**src/rtl/rheed_result_packer.sv**
```systemverilog
// Purpose: gathers one 40-bit result per crop and packs a frame into 256-bit host words (6 slots + 16-bit frame header).
// Latency: first word is valid the cycle after the last crop result is captured; further words issue back-to-back.
// Backpressure: crop inputs stall per crop once captured until the frame is sent; output word/tlast held while m_axis_tready=0.
module rheed_result_packer #(
  parameter int NUM_CROPS = 5
) (
  input  logic                 clk,
  input  logic                 reset_n,
  input  logic [NUM_CROPS-1:0] s_axis_tvalid,
  output logic [NUM_CROPS-1:0] s_axis_tready,
  input  logic [39:0]          s_axis_tdata [NUM_CROPS],
  output logic                 m_axis_tvalid,
  input  logic                 m_axis_tready,
  output logic [255:0]         m_axis_tdata,
  output logic                 m_axis_tlast,
  output logic [15:0]          frame_cnt
);

  // Six 40-bit slots per word; the top 16 bits carry the frame header.
  localparam int NUM_WORDS = (NUM_CROPS + 5) / 6;
  localparam int WIDX_W    = (NUM_WORDS > 1) ? $clog2(NUM_WORDS) : 1;
  localparam logic [WIDX_W-1:0] LAST_WIDX = WIDX_W'(NUM_WORDS - 1);

  typedef enum logic {
    COLLECT = 1'b0,
    SEND    = 1'b1
  } state_t;

  state_t               state_q, state_d;
  logic                 rst_done_q, rst_done_d;
  logic [NUM_CROPS-1:0] have_q, have_d;
  logic [39:0]          res_q [NUM_CROPS];
  logic [39:0]          res_d [NUM_CROPS];
  logic [WIDX_W-1:0]    widx_q, widx_d;
  logic [15:0]          frame_cnt_q, frame_cnt_d;
  logic                 m_tvalid_q, m_tvalid_d;
  logic [255:0]         m_tdata_q, m_tdata_d;
  logic                 m_tlast_q, m_tlast_d;
  logic [NUM_CROPS-1:0] capture;

  // Build output word w: crop i lands in word i/6, slot i%6; unused slots stay zero.
  function automatic logic [255:0] pack_word(input logic [39:0] res [NUM_CROPS],
                                             input logic [WIDX_W-1:0] w,
                                             input logic [15:0] hdr);
    logic [255:0] word;
    word = '0;
    for (int i = 0; i < NUM_CROPS; i++) begin
      if ((i / 6) == int'(w)) begin
        word[40*(i%6) +: 40] = res[i];
      end
    end
    word[255:240] = hdr;
    return word;
  endfunction

  // Crop inputs only open in COLLECT, after the reset-release edge, for crops not yet held.
  assign s_axis_tready = (state_q == COLLECT && rst_done_q) ? ~have_q : '0;

  // Everything downstream-facing comes straight from flops.
  assign m_axis_tvalid = m_tvalid_q;
  assign m_axis_tdata  = m_tdata_q;
  assign m_axis_tlast  = m_tlast_q;
  assign frame_cnt     = frame_cnt_q;

  // Next-state: capture crop results, then walk the output words of the frame.
  always_comb begin
    state_d     = state_q;
    rst_done_d  = 1'b1;
    have_d      = have_q;
    res_d       = res_q;
    widx_d      = widx_q;
    frame_cnt_d = frame_cnt_q;
    m_tvalid_d  = m_tvalid_q;
    m_tdata_d   = m_tdata_q;
    m_tlast_d   = m_tlast_q;
    capture     = '0;

    case (state_q)
      COLLECT: begin
        capture = s_axis_tvalid & s_axis_tready;
        for (int i = 0; i < NUM_CROPS; i++) begin
          if (capture[i]) begin
            res_d[i] = s_axis_tdata[i];
          end
        end
        have_d = have_q | capture;
        // Word 0 is formed from res_d so the last arrivals appear without an extra cycle.
        if (&have_d) begin
          state_d    = SEND;
          widx_d     = '0;
          m_tvalid_d = 1'b1;
          m_tdata_d  = pack_word(res_d, {WIDX_W{1'b0}}, frame_cnt_q);
          m_tlast_d  = (NUM_WORDS == 1);
        end
      end
      SEND: begin
        if (m_axis_tready) begin
          if (widx_q == LAST_WIDX) begin
            state_d     = COLLECT;
            have_d      = '0;
            frame_cnt_d = frame_cnt_q + 16'd1;
            m_tvalid_d  = 1'b0;
            m_tdata_d   = '0;
            m_tlast_d   = 1'b0;
          end else begin
            widx_d    = widx_q + 1'b1;
            m_tdata_d = pack_word(res_q, widx_d, frame_cnt_q);
            m_tlast_d = (widx_d == LAST_WIDX);
          end
        end
      end
      default: begin
        state_d = COLLECT;
      end
    endcase
  end

  // State registers; reset discards any partial or in-flight frame.
  always_ff @(posedge clk or negedge reset_n) begin
    if (!reset_n) begin
      state_q     <= COLLECT;
      rst_done_q  <= 1'b0;
      have_q      <= '0;
      for (int i = 0; i < NUM_CROPS; i++) begin
        res_q[i] <= '0;
      end
      widx_q      <= '0;
      frame_cnt_q <= '0;
      m_tvalid_q  <= 1'b0;
      m_tdata_q   <= '0;
      m_tlast_q   <= 1'b0;
    end else begin
      state_q     <= state_d;
      rst_done_q  <= rst_done_d;
      have_q      <= have_d;
      for (int i = 0; i < NUM_CROPS; i++) begin
        res_q[i] <= res_d[i];
      end
      widx_q      <= widx_d;
      frame_cnt_q <= frame_cnt_d;
      m_tvalid_q  <= m_tvalid_d;
      m_tdata_q   <= m_tdata_d;
      m_tlast_q   <= m_tlast_d;
    end
  end

endmodule
```
**config.mk**
```make
export PLATFORM = sky130hd
export DESIGN_NAME = rheed_result_packer
export DESIGN_NICKNAME = d
export VERILOG_FILES = /design/src/rtl/rheed_result_packer.sv
export SDC_FILE = /design/constraint.sdc
export NUM_CORES = 1
export LEC_CHECK = 0
export ABC_AREA = 0
export BUFFER_PORTS_ARGS = -buffer_cell sky130_fd_sc_hd__buf_2
export CAP_MARGIN = 0
export CORE_UTILIZATION = 35
export CTS_BUF_LIST = sky130_fd_sc_hd__clkbuf_16
export CTS_CLUSTER_DIAMETER = 120
export CTS_CLUSTER_SIZE = 10
export DETAILED_ROUTE_END_ITERATION = 6
export GPL_TIMING_DRIVEN = 0
export SKIP_CTS_REPAIR_TIMING = 1
export SLEW_MARGIN = 10
export SYNTH_ARGS = -nofsm -noshare
export SYNTH_HDL_FRONTEND = slang
export SYNTH_SLANG_ARGS = --single-unit
```
**constraint.sdc**
```tcl
create_clock -name clk -period 1.8 [get_ports clk]
set_clock_uncertainty 0.1 [all_clocks]
set_input_delay 0.45 -clock clk [delete_from_list [all_inputs] [get_ports clk]]
set_output_delay 0.45 -clock clk [all_outputs]
set_load 0.005 [all_outputs]
```
# == After elaboration in Yosys (flattened, before gate mapping) ==
# Cells that the tools add are included.
# totals
regBits,482
latch_bits,0
ram_bits,0
rom_bits,0
in_bits,208
output_inout_bits,279
word_cells,63
memories,0
# op_classes
n_addsub,2
multipliers,0
div_mod_pow,0
order_cmp,0
n_eq_ne,3
shift,0
n_mux,33
bitwise,6
n_reduce_logical,6
# op_table
operator,count
two-way mux 256 bit,3
case mux 256 bit (2 select lines),1
two-way mux 40 bit,10
"adder 16 x 1 -> 16 bit, second input constant",1
two-way mux 5 bit,3
two-way mux 1 bit,11
case mux 5 bit (2 select lines),1
case mux 1 bit (2 select lines),4
AND reduction 3 bit,2
AND 5 bit,1
NOT 5 bit,1
OR 5 bit,1
AND reduction 5 bit,1
"!= test 2 bit, second input constant",2
AND reduction 2 bit,2
NOT 1 bit,3
"!= test 2 x 1 -> 1 bit, second input constant",1
"adder 1 bit, second input constant",1
logical AND 1 bit,1

# == Depth between registers and ports, before layout ==
# Gate-level depths: netlist (run 1).
# depth
ltp_word,8
depth_mapped,9
mapped_depth_nobuf,5

# == Worst setup path after synthesis (run 1) ==
# Ideal clock, no wire load.
# synth_path
kind,register -> register
from,register state_q
to,register res_q[0] (netlist name)
setup_time_ns,0.125
t_arrival_ns,1.702
required_ns,1.575
slack_ns,-0.127
stages_incl_launch_ff,9
path_buffers,4
synth_period_minus_slack_ns,1.927
cell_sequence,dfrtp_1 -> buf_2 -> nand2b_1 -> buf_2 -> nor2_1 -> and2_1 -> clkbuf_1 -> buf_4 -> mux2_2
# synth_between
elab_chain_cells,5
# synth_lines
item,line,rtl
from (decl),29,"state_t state_q, state_d;"
from (signal assigned),133,state_q <= state_d;
NOT 1 bit,n/a,
logical AND 1 bit,57,assign s_axis_tready = (state_q == COLLECT && rst_done_q) ? ~have_q : '0;
two-way mux 5 bit,57,
named net s_axis_tready[4],10,"output logic [NUM_CROPS-1:0] s_axis_tready,"
AND 5 bit,80,capture = s_axis_tvalid & s_axis_tready;
two-way mux 40 bit,82,if (capture[i]) begin
"to (signal, indexed assignment)",137,res_q[i] <= res_d[i];
to (decl),32,logic [39:0] res_q [NUM_CROPS];
# The timed path passes the listed nets, and every way through them passes these cells.
# A chain may end at the register's enable or synchronous reset.

# == Worst setup path after layout (run 1) ==
# layout_path
from,register state_q
to,output port s_axis_tready[3]
# layout_between
elab_chain_cells,3
# layout_lines
item,line
NOT 1 bit,n/a
logical AND 1 bit,57
two-way mux 5 bit,57
to (decl),10
# Every way passes these cells.

==> run summary, run 1 <==
Status: finished, violations left
Failing checks: setup timing
Synth cell types: 30
Worst-path clk slew: 60 ps
Crit share post-route: 125.5%
DRC: 0
Avg Vias per Cell: 4.794
Worst setup SP type: flop
Crit path kind: reg2out
Maximum fanout along the worst path: 5
Slew margin rel.: 58.44%
Total number of clock tree sinks: 440
Hold Vio Cnt, Final: 0
Vias in the first global route: 15410
CTS tree: yes
Layout cells sized above 1: 47.27%
Register area: 11010 sq um
PortBufs: 445
Vias: 15040
Fin. max-slew vios: 0
Die extent in x: 245.1 um
Endpoints failing setup: 527
Layout fillers: 5334
Worst-Margin Slew: 618.6 ps
Hold crit path type: in2reg
Syn-to-layout area delta: 33.95%
Grt ovf: 0
WL per Instance: 19.47 um
Post-DRT Antenna Nets: 0
Clock Latency Late Sink: 580 ps
Root buf cell: clkbuf_16
Die area: 60080 sq um
Nets: 2574
Total GRT Usage: 18.92%
Post-route core utilization: 47.75%
Cells after Synth: 1731
DP HPWL: 42.70 mm
Drt initial violations: 531
Placer Congestion: 0.8647
Routed wire length: 61.10 mm
Area of the multi-input gates: 9105 sq um
PwrDens: 1637 nW/um^2
Required time of the critical path: 1250 ps
Setup TNS Final: -111070 ps
MaxCap Viol Count: 0
Largest net degree at the start of global routing: 104
Endpoint type of the worst setup path: primary output
Post-synthesis register bit count: 440
YS warnings: 0
Core ar.: 58030 sq um
Mean Syn Cell Area: 11.95 sq um
Peak supply drop: 0.0007464 V
Leak: 14.74 nW
Unrepaired setup endpoints after global routing: yes
Sequential-to-total area share from yosys stat: 53.23%
Fin worst setup slack: -458.9 ps
First-pass GRT wire length: 88.69 mm
Critical Path AT: 1710 ps
TritonRoute pass-1 iters: 4
Row count: 88
Starting density of the core: 35.65%
Die Y: 245.1 um
H-Tree Depth: 2
Clock buffer count from CTS: 49
Tmin final: 2259 ps
Mapped cell area: 20680 sq um
# IOs: 487
Initial antenna violation count: 16
Maximum clock path buffer count: 3
Achievable Freq: 0.4427 GHz
[routing by layer]
layer / share of wire [%] / routed length [um] / up-vias / global-route usage [%]
met3: 7.5 / 4574 / 105 / 6.473
met4: 2.2 / 1357 / 22 / 4.485
met5: 0.23 / 143 / - / 0
li1: - / - / 7031 / -
met2: 50 / 30540 / 385 / 32.45
met1: 40 / 24490 / 7500 / 22.64
[cell usage in the layout (no fill, tap or decap), types with 15 or more instances in the layout]
| cell type | n |
|---|---|
| dfrtp_1 | 439 |
| clkbuf_1 | 16 |
| buf_4 | 52 |
| mux2i_1 | 213 |
| buf_2 | 462 |
| mux2_4 | 39 |
| dlygate4sd3_1 | 33 |
| clkbuf_16 | 76 |
| nand2_1 | 421 |
| buf_12 | 39 |
| buf_6 | 27 |
| mux2_2 | 358 |
| xnor2_1 | 15 |
| inv_1 | 21 |
| clkbuf_2 | 23 |
| conb_1 | 41 |
[registers in the layout, summed over array words and instances (netlist names)]
signal         count
frame_cnt         16
m_axis_tdata     216
res_q            200
m_axis_tvalid      1
state_q            1
rst_done_q         1
have_q             5
[path summary, 6_finish.rpt]
path,start,slack [ps],cells after the start,endpoint
min,s_axis_tdata[169],20,2,res_q[169]
max in group asynchronous,reset_n,-230,4,res_q[189]
max,state_q,-460,5,s_axis_tready[3]
min in group asynchronous,reset_n,740,3,m_axis_tdata[174]
min reg2reg,res_q[85],390,1,res_q[85]
max reg2reg,state_q,-350,6,res_q[105]
[critical path: stages (launching register included)]
cell and delay, ps:
dfrtp_1 380, buf_6 140, nand2b_4 150, buf_8 140
nor2_4 160, buf_2 150
[final cells by class]
type	instances	share of cell area (%)
flip-flops and latches	440	39.74
multi-input cells	1151	32.86
repair buffers	544	13.77
plain buffers	157	5.311
clock buffers	49	4.426
well taps	765	3.455
inverters	22	0.2980
diodes	8	0.07225
clock inverters	2	0.06322
[stage by stage]
stage                     hold WS (ps)  area, sq um  instances  total power [mW]  setup WS [ps]
after floorplan                  54.41        20940       1770             27.14         -53.52
after global placement           362.0        24130       2980             32.16          -8928
after detailed placement         270.3        24250       2984             32.82          -1684
after CTS                       -350.5        25490       3035             41.66          -1380
after global routing           -0.7133        27700       3134             48.23         -532.8
final                            19.17        27710       3138             45.37         -458.9
[synth_stat cells]
cell type / n / area share (%)
a211oi_2: 1 / 0.060
a21oi_1: 3 / 0.073
and2_1: 3 / 0.091
buf_1: 8 / 0.15
buf_2: 51 / 1.2
buf_4: 49 / 1.8
buf_6: 3 / 0.16
clkbuf_1: 46 / 0.83
clkinv_1: 1 / 0.018
conb_1: 2 / 0.036
dfrtp_1: 440 / 53
ha_1: 1 / 0.060
inv_1: 21 / 0.38
mux2_1: 3 / 0.16
mux2_2: 397 / 22
mux2i_1: 216 / 10
nand2_1: 425 / 7.7
nand2b_1: 1 / 0.030
nand3_1: 5 / 0.12
nand3b_1: 5 / 0.18
nand4_1: 4 / 0.12
nor2_1: 8 / 0.15
nor3_1: 5 / 0.12
nor3b_2: 3 / 0.18
nor4_1: 2 / 0.060
o21ai_0: 6 / 0.15
o22ai_1: 5 / 0.15
or2_2: 1 / 0.030
or3_1: 1 / 0.030
xnor2_1: 15 / 0.64
[cells by family (layout without fill, tap and decap cells)]
kind of cell | after synthesis | count (layout) | share of synthesized area, %
DFF | 440 | 440 | 53.23
AOI/OAI and AO/OA | 15 | 15 | 0.4294
xor gates and xnor gates | 15 | 15 | 0.6352
and+or+nand+nor | 463 | 463 | 8.825
adders and majority gates | 1 | 1 | 0.06048
buffers and inverters | 179 | 774 | 4.555
muxes | 616 | 616 | 32.23
other | 2 | 49 | 0.03631
[report_power, final]
part | total, mW | switching (mW) | internal [mW]
registers | 16.2 | 2.16 | 14.0
logic | 20.6 | 8.94 | 11.6
clock network | 8.65 | 3.88 | 4.78
Power figures use the tool's default switching activity.
==> inputs of run 2 (changes only) <==
--- a/config.mk
+++ b/config.mk
@@ -14,7 +14,7 @@
 export CTS_CLUSTER_SIZE = 10
 export DETAILED_ROUTE_END_ITERATION = 6
 export GPL_TIMING_DRIVEN = 0
-export SKIP_CTS_REPAIR_TIMING = 1
+export SETUP_SLACK_MARGIN = 0.2
 export SLEW_MARGIN = 10
 export SYNTH_ARGS = -nofsm -noshare
 export SYNTH_HDL_FRONTEND = slang
==> run 2 against run 1 <==
  * The flow finishes with violations (hold timing, setup timing)
  * Non-clock buffer count up 138
  * Clock power rose by 2%
  * Total power is 3.5% higher
  * Sequential share of layout area fell by 2.9 points
  * Die area unchanged
  * Wire length rose by 4.3%
  * Count of clock-buffer cells in the layout rose by 2
  * Sequential power about the same
==> run summary, run 2 (synthesis gave the netlist of run 1 again) <==
Post-DRT Antenna Nets: 0 (unchanged)
Most common cell after layout, fill and taps aside: buf_2
Unrepaired setup endpoints after global routing: yes
Routed wire length: 63.72 mm (+4.3%)
Starting density of the core: 35.65% (unchanged)
Avg Vias per Cell: 4.765 (-0.59%)
H-Tree Depth: 2 (unchanged)
Peak supply drop: 0.0009097 V (+22%)
WHS: -220.4 ps (-239.6 ps)
Core ar.: 58030 sq um (unchanged)
Total number of clock tree sinks: 440 (unchanged)
Hold crit path type: in2async
Placed cells: 2984 (unchanged)
Maximum clock path buffer count: 3 (unchanged)
Drt initial violations: 666 (+25%)
Layout cells sized above 1: 45.77% (-1.5 points)
Worst-Margin Slew: 739.9 ps (+121.2 ps)
Vias in the first global route: 16670 (+8.2%)
Die extent in x: 245.1 um (unchanged)
Worst-path clk slew: 60 ps (about the same)
Clock Latency Late Sink: 580 ps (about the same)
WL per Instance: 19.49 um (+0.11%)
TritonRoute pass-1 iters: 5 (+1)
Required time of the critical path: 1250 ps (about the same)
Post-route core utilization: 51.51% (+3.8 points)
Most frequent cells in the layout: buf_2 (463), dfrtp_1 (439), nand2_1 (424), mux2_2 (280), mux2i_1 (214)
Endpoints failing setup: 426 (-19%)
Clock buffer count from CTS: 49 (unchanged)
CTS tree: yes
Worst setup SP type: flop
Hold Vio Cnt, Final: 84 (+84)
Root buf cell: clkbuf_16
Fin cells: 3269 (+4.2%)
Final Power: 46.97 mW (+3.5%)
Slew margin rel.: 50.68% (-7.8 points)
Crit share post-route: 121.5% (-3.9 points)
Leak: 15.75 nW (+6.8%)
Tmin final: 2188 ps (-71.07 ps)
Endpoint type of the worst setup path: primary output
Crit path kind: reg2out
Failing checks: hold timing, setup timing
# IOs: 487 (unchanged)
Fin. max-slew vios: 0 (unchanged)
Nets: 2712 (+5.4%)
DP HPWL: 42.76 mm (+0.16%)
Grt ovf: 0 (unchanged)
Maximum fanout along the worst path: 5 (unchanged)
MaxCap Viol Count: 0 (unchanged)
Post-CTS Hold Buffers: 146
Die Y: 245.1 um (unchanged)
Initial antenna violation count: 3 (-13)
Met2 Routed Length: 31.78 mm (+4.1%)
PortBufs: 445 (unchanged)
Setup WS pre-CTS: -856.6 ps (+827.3 ps)
Total GRT Usage: 20.17% (+1.2 points)
Metal3 WL: 4.222 mm (-7.7%)
Metal-1 WL: 26.30 mm (+7.4%)
Die area: 60080 sq um (unchanged)
PwrDens: 1572 nW/um^2 (-4.0%)
Largest net degree at the start of global routing: 102 (-1.9%)
Placer Congestion: 0.8081 (-6.5%)
First-pass GRT wire length: 94.87 mm (+7.0%)
Antenna Cells: 0 (-8)
Layout fillers: 5095 (-4.5%)
Top sig layer: met5
Fin worst setup slack: -387.8 ps (+71.07 ps)
Syn-to-layout area delta: 44.50%
Vias: 15580 (+3.6%)
Critical Path AT: 1640 ps (-70 ps)
Row count: 88 (unchanged)
Status: finished, violations left
DRC: 0 (unchanged)
Achievable Freq: 0.4571 GHz (+3.2%)
Number of flip-flops in the largest register: 216 (unchanged)
## run 2: per-layer routing
metal	up-vias	global-route usage, %
met1	7791	24.57
met4	4	4.798
met5	-	0
met3	91	5.390
li1	7297	-
met2	395	35.21
## run 2: repair_timing
action	in CTS	in global routing
hold endpoints to repair	230	84
buffers inserted	34	9
endpoints found under the setup margin	667	763
cloned	24	20
pin swaps	5	3
gates resized for setup	127	180
## run 2: layout make-up
class	instances	area (sq um)	area share (%)
multi-input combinational	1151	9418	31.51
tap	765	957.2	3.202
buffer	157	1582	5.291
timing repair buffer	682	5553	18.58
inverter	22	83.83	0.2805
sequential	440	11010	36.84
clock inverter	1	8.758	0.02930
clock buffer	51	1276	4.270
## run 2: path summary, 6_finish.rpt
| path | slack, ps | to | start | depth (start not counted) |
|---|---|---|---|---|
| worst max-delay path | -390 | s_axis_tready[3] | state_q | 5 |
| worst min-delay path | -220 | res_q[14] | reset_n | 1 |
| worst max register to register | -380 | res_q[135] | state_q | 10 |
| worst min register to register | 390 | frame_cnt[15] | frame_cnt[15] | 1 |
| max in group asynchronous | 330 | have_q[0] | reset_n | 3 |
| min in group clk | 40 | res_q[13] | s_axis_tdata[13] | 2 |
## run 2: worst max-delay path, stage by stage, from the launching register on
cell and delay, ps:
dfrtp_1 370, buf_6 120, nand2b_4 160, buf_12 140
nor2_4 140, buf_2 140
## run 2: per-stage QoR
step | cell area, sq um | setup TNS [ps]
after global routing | 29890 | -135120
final | 29890 | -106070
after floorplan | 21170 | 0
after detailed placement | 24480 | -240900
after CTS | 28710 | -112470
after global placement | 24360 | -4086980
## run 2: where the power goes
part	internal, mW	switching (mW)	leakage, nW	total (mW)
registers	14.0	2.27	5.55	16.3
logic	12.7	9.18	9.57	21.9
clock network	4.94	3.88	0.633	8.82
total	31.6	15.3	15.7	47.0
